--- config.mk ---
export PLATFORM = sky130hd
export DESIGN_NAME = relu_channel_arbiter
export DESIGN_NICKNAME = d
export VERILOG_FILES = /design/src/rtl/relu_channel_arbiter.sv
export SDC_FILE = /design/constraint.sdc
export NUM_CORES = 1
export LEC_CHECK = 0
export ABC_AREA = 1
export CAP_MARGIN = 25
export CELL_PAD_IN_SITES_DETAIL_PLACEMENT = 0
export CELL_PAD_IN_SITES_GLOBAL_PLACEMENT = 1
export CORE_MARGIN = 1
export CORE_UTILIZATION = 37
export DETAILED_ROUTE_END_ITERATION = 8
export PLACE_DENSITY = 0.77
export SETUP_SLACK_MARGIN = 0.3
export SLEW_MARGIN = 40
export SYNTH_ARGS = -nofsm -noshare
export SYNTH_HDL_FRONTEND = slang
export SYNTH_SLANG_ARGS = --single-unit
export TNS_END_PERCENT = 100
--- constraint.sdc ---
create_clock -name clk -period 4.5 [get_ports clk]
set_input_delay 1.35 -clock clk [delete_from_list [all_inputs] [get_ports clk]]
set_output_delay 1.35 -clock clk [all_outputs]
set_load 0.1 [all_outputs]
--- src/rtl/relu_channel_arbiter.sv ---
`default_nettype none
// ============================================================================
// Module      : relu_channel_arbiter
// Description : Round-robin arbiter sharing one registered ReLU stage among
//               NUM_CH convolution output lanes, with per-lane element
//               counting and frame sequencing (IDLE/RUN/DRAIN/DONE).
// Revision    : 1.0 - initial release
// ============================================================================
module relu_channel_arbiter #(
  parameter int NUM_CH    = 4,
  parameter int DATA_W    = 13,
  parameter int FRAME_LEN = 676,
  localparam int CH_W     = $clog2(NUM_CH)
) (
  input  logic                     clk,
  input  logic                     rst_n,
  input  logic                     start,
  input  logic [NUM_CH-1:0]        in_valid,
  input  logic [NUM_CH*DATA_W-1:0] in_data,
  output logic [NUM_CH-1:0]        in_ready,
  output logic                     out_valid,
  output logic [DATA_W-1:0]        out_data,
  output logic [CH_W-1:0]          out_ch,
  input  logic                     out_ready,
  output logic                     busy,
  output logic                     done
);

  localparam int CNT_W = $clog2(FRAME_LEN + 1);
  localparam logic [CNT_W-1:0] FRAME_MAX = CNT_W'(FRAME_LEN);

  localparam logic [1:0] S_IDLE  = 2'd0;
  localparam logic [1:0] S_RUN   = 2'd1;
  localparam logic [1:0] S_DRAIN = 2'd2;
  localparam logic [1:0] S_DONE  = 2'd3;

  logic [1:0]        state;
  logic [1:0]        state_nxt;
  logic [CNT_W-1:0]  cnt [NUM_CH];
  logic [CH_W-1:0]   rr;
  logic [NUM_CH-1:0] eligible;
  logic [NUM_CH-1:0] lane_full;
  logic              grant_found;
  logic [CH_W-1:0]   grant_idx;
  logic              slot_free;
  logic              transfer;
  logic [DATA_W-1:0] sample;

  // A lane stops competing once it has delivered its full frame
  for (genvar i = 0; i < NUM_CH; i++) begin : g_lane
    assign eligible[i]  = in_valid[i] && (cnt[i] < FRAME_MAX);
    assign lane_full[i] = (cnt[i] == FRAME_MAX);
  end

  // Output register can take a new word if empty or being drained this cycle
  assign slot_free = !out_valid || out_ready;

  // Round-robin pick: lowest eligible lane at/above rr, else lowest eligible lane overall (wrap)
  always_comb begin
    grant_found = 1'b0;
    grant_idx   = '0;
    for (int i = NUM_CH - 1; i >= 0; i--) begin
      if (eligible[i]) begin
        grant_found = 1'b1;
        grant_idx   = CH_W'(i);
      end
    end
    for (int i = NUM_CH - 1; i >= 0; i--) begin
      if (eligible[i] && (i >= int'(rr))) begin
        grant_idx = CH_W'(i);
      end
    end
  end

  assign transfer = (state == S_RUN) && slot_free && grant_found;
  assign sample   = in_data[grant_idx*DATA_W +: DATA_W];

  // One-hot ready toward the granted lane only
  always_comb begin
    in_ready = '0;
    if (transfer) begin
      in_ready[grant_idx] = 1'b1;
    end
  end

  // State register
  always_ff @(posedge clk or negedge rst_n) begin
    if (!rst_n) begin
      state <= S_IDLE;
    end else begin
      state <= state_nxt;
    end
  end

  // Next-state: frame runs until every lane is full, then waits for the held word to leave
  always_comb begin
    state_nxt = state;
    case (state)
      S_IDLE:  if (start) state_nxt = S_RUN;
      S_RUN:   if (&lane_full) state_nxt = S_DRAIN;
      S_DRAIN: if (!out_valid) state_nxt = S_DONE;
      S_DONE:  state_nxt = S_IDLE;
      default: state_nxt = S_IDLE;
    endcase
  end

  // State-decoded status outputs
  always_comb begin
    busy = (state == S_RUN) || (state == S_DRAIN);
    done = (state == S_DONE);
  end

  // Per-lane element counters, cleared when a frame starts; grants never exceed FRAME_LEN
  always_ff @(posedge clk or negedge rst_n) begin
    if (!rst_n) begin
      for (int i = 0; i < NUM_CH; i++) cnt[i] <= '0;
    end else if ((state == S_IDLE) && start) begin
      for (int i = 0; i < NUM_CH; i++) cnt[i] <= '0;
    end else if (transfer) begin
      cnt[grant_idx] <= cnt[grant_idx] + CNT_W'(1);
    end
  end

  // Round-robin pointer moves just past the lane that transferred
  always_ff @(posedge clk or negedge rst_n) begin
    if (!rst_n) begin
      rr <= '0;
    end else if (transfer) begin
      rr <= (grant_idx == CH_W'(NUM_CH - 1)) ? '0 : grant_idx + CH_W'(1);
    end
  end

  // Registered ReLU output stage: load on transfer, clear valid on a bare handshake
  always_ff @(posedge clk or negedge rst_n) begin
    if (!rst_n) begin
      out_valid <= 1'b0;
      out_data  <= '0;
      out_ch    <= '0;
    end else if (transfer) begin
      out_valid <= 1'b1;
      out_data  <= sample[DATA_W-1] ? '0 : sample;
      out_ch    <= grant_idx;
    end else if (out_ready) begin
      out_valid <= 1'b0;
    end
  end

endmodule
`default_nettype wire
==> flow_metrics.tcl <==
set metrics [dict create \
    max-cap-violations 0 \
    cp.arrival_ns 2.77 \
    gr-total-overflow 0 \
    cts_buffers 9 \
    slew_violations 0 \
    track_usage 0.241 \
    synth.avg_cell_area_um2 7.55 \
    detail-route-antenna-nets 0 \
    seqPwrFrac 0.227 \
    viasPerCell 5.14 \
    grt_pass1_wl_mm 20.3 \
    hpwlAfterDp_mm 9.56 \
    place_congestion 0.877 \
    clk-insertion-delay-late_ns 0.35 \
    cts_tree "done" \
    crit_fanout 3 \
    crit_buf_inv 4 \
    syn2layout_area_growth_pct 33.4 \
    hold_class "reg2reg" \
    rows 37 \
    drt_iter0_markers 173 \
    slowest_stage "dlygate4sd2_1" \
    crit_type "in2out" \
    p_per_area_mw_per_mm2 743 \
    outcome "completed" \
    portBuffers 80 \
    critPathCaptureType "primary output" \
    drc_errors 0 \
    clock_sinks 59 \
    synth_area_mm2 0.00392 \
    grt_pass1_vias 3853 \
    tightest_slew_ns 0.606 \
    antenna_found_initial 0 \
    clock_path_buffers 2 \
    slowest_delay_ns 0.24 \
    fin_skew_ns 0.0103 \
    period_needed_ns 4.12 \
    synth_cell_types 38 \
    drive_gt1_frac 0.221 \
    cts_root_buffer "clkbuf_8" \
    fillers 1066 \
    ys_seq_elements 59 \
    via_count 3886 \
    slew_headroom 0.595 \
    die_y_um 105 \
    worstPathCellList "dlygate4sd2_1 -> o21ai_2 -> nor2_2 -> nand2_2 -> buf_4 -> nand3_2 -> a21oi_4 -> ha_4 -> nand2_4 -> clkinvlp_4 -> buf_12" \
    clkTransAtPathRegs_ns 0.07 \
    dp_slack_ns -0.182 \
    peakVddDrop_v 0.000403 \
    finalWorstSetupSlack_ns 0.385 \
    synthCells 519 \
    timing.final.hold_violations 0 \
    final_cell_mix "nand2_1 (96), dfrtp_1 (59), inv_1 (58), nand3_1 (58), clkdlybuf4s50_1 (54)" \
    h-tree-depth 3 \
    p_clk_frac 0.139 \
    yosysWarnings 0 \
    start_kind "input port" \
    pin_count 82 \
    rsz0062_at_grt "false" \
    firstDrtPassIters 5 \
    die_area_mm2 0.0110 \
    crit_family "buffers and inverters" \
    final_common_cell "nand2_1" \
    worstPathRequired_ns 3.15 \
    fmax_mhz 243 \
    finalSetupViolations 0 \
    internal_power_mw 1.74 \
    p_sw_frac 0.553 \
    fin_nets 685 \
    switching_power_mw 2.15 \
    dieWidth_um 105 \
    min_period_over_period 0.915 \
    insertedDiodeCount 0 \
    cts.hold.buffers_added 0 \
    synth_fp_nets 589 \
    power_mw 3.89 \
    ys_seq_area_frac 0.377 \
    wl_mm 12.6 \
    core-area_mm2 0.0103 \
    wire_per_inst_um 16.7 \
    power_leakage_nw 2.56 \
    grt_max_degree 44 \
    comb_power_share 0.635 \
    start_util 0.381 \
]
[cells in the mapped netlist]
cell type  number  area, um^2
a21oi_1         5        25.0
a21oi_4         1        16.3
a22oi_1         1        7.51
a32o_1          1        10.0
buf_2           5        25.0
buf_4           3        22.5
buf_6           6        67.6
clkbuf_1        3        11.3
clkbuf_2        1        5.00
clkinv_1        1        3.75
conb_1          1        3.75
dfrtp_1        59        1480
ha_1           10         125
inv_1          62         233
inv_2           8        30.0
nand2_1       102         383
nand2_2        18         113
nand2_4         6        67.6
nand3_1        58         290
nand3_2         9        90.1
nand4_1         5        31.3
nand4_2         2        25.0
nor2_1         55         206
nor2_2          7        43.8
nor2_4          2        22.5
nor2_8          1        20.0
nor3_1          4        20.0
nor4_1          2        12.5
o211ai_1        1        7.51
o211ai_2        2        25.0
o21ai_0        27         135
o21ai_1        13        65.1
o21bai_1        2        15.0
o21bai_2        2        22.5
o22ai_1        20         125
o31ai_1         1        7.51
o32a_1         12         120
xnor2_1         1        8.76
[flip-flops by register name, summed over array words and instances (netlist names)]
| register | cells |
|---|---|
| state | 2 |
| out_ch | 2 |
| out_data | 12 |
| rr | 2 |
| out_valid | 1 |
| cnt | 40 |
[cells by family (layout without fill, tap and decap cells)]
group,count (synthesis),in the layout,share of synthesized area
simple gates,271,271,0.338
buf+inv,89,190,0.102
compound gates,88,88,0.148
flops,59,59,0.377
fa+ha+maj,10,10,0.0319
other cells,1,1,0.000957
xor+xnor,1,1,0.00224
[path summary, 6_finish.rpt]
check / slack (ns) / start / cells after the start / to
min reg2reg: 0.48 / out_data[0]$_DFFE_PN0P_ / 2 / out_data[0]$_DFFE_PN0P_
max: 0.38 / in_valid[1] / 11 / in_ready[3]
max in group asynchronous: 2.82 / rst_n / 2 / cnt[30]$_DFFE_PN0P_
max reg2reg: 1.08 / cnt[28]$_DFFE_PN0P_ / 21 / cnt[16]$_DFFE_PN0P_
min: 0.48 / out_data[0]$_DFFE_PN0P_ / 2 / out_data[0]$_DFFE_PN0P_
min in group asynchronous: 1.00 / rst_n / 1 / out_data[1]$_DFFE_PN0P_
[worst register-to-register path, cell delays in order (launching register included)]
cell and delay, ns:
dfrtp_1 0.38, inv_1 0.12, nand2_1 0.08, nor2_2 0.18, nand3_1 0.17, nand2_2 0.16, buf_4 0.13, nand3_2 0.09
a21oi_4 0.24, buf_4 0.15, buf_4 0.09, buf_4 0.10, buf_4 0.19, o211ai_2 0.11, nand2_1 0.21, inv_2 0.06
ha_1 0.23, nand4_2 0.17, inv_1 0.08, nand2_1 0.19, nand3_1 0.14, nand2_1 0.09
[stage by stage]
step	cell area, um^2	utilization	setup TNS, ns	hold slack (ns)	std cells
floorplan	4040	-	0	0.449	519
global placement	5010	0.488	-0.494	0.464	733
detailed placement	4930	0.480	-0.539	0.467	733
CTS	5200	0.506	0	0.486	755
global route	5230	0.509	0	0.512	756
finish	5230	0.509	0	0.484	756
[final cells by class]
cell class | count | area [um^2] | share of cell area
clock buffer | 11 | 131 | 0.0251
clock inverter | 5 | 77.6 | 0.0148
inverter | 71 | 284 | 0.0543
multi-input combinational | 371 | 2170 | 0.414
sequential | 59 | 1480 | 0.282
tap | 136 | 170 | 0.0325
timing repair buffer | 103 | 922 | 0.176
[power by group through the flow]
| stage | combinational (mW) | sequential [mW] | clock (mW) |
|---|---|---|---|
| floorplan | 1.42 | 1.34 | 0 |
| finish | 2.47 | 0.880 | 0.539 |
| global placement | 2.47 | 0.883 | 0 |
| CTS | 2.46 | 0.877 | 0.546 |
| global route | 2.66 | 0.906 | 0.564 |
| detailed placement | 2.41 | 0.887 | 0 |
[per-layer routing]
metal / vias to the layer above / global-route usage / routed length (um)
li1: 1906 / - / -
met1: 1866 / 0.313 / 5570
met2: 99 / 0.406 / 6250
met3: 15 / 0.0430 / 606
met4: 0 / 0.0724 / 176
met5: - / 0 / 0
[what timing repair did]
action / 4_1_cts / 5_1_grt
resized for setup: 11 / 8
buffers inserted: 6 / 1
endpoints found under the setup margin: 4 / 4
endpoints found under the hold margin: 0 / 0
pin swaps: 13 / 6
Power figures use the tool's default switching activity.
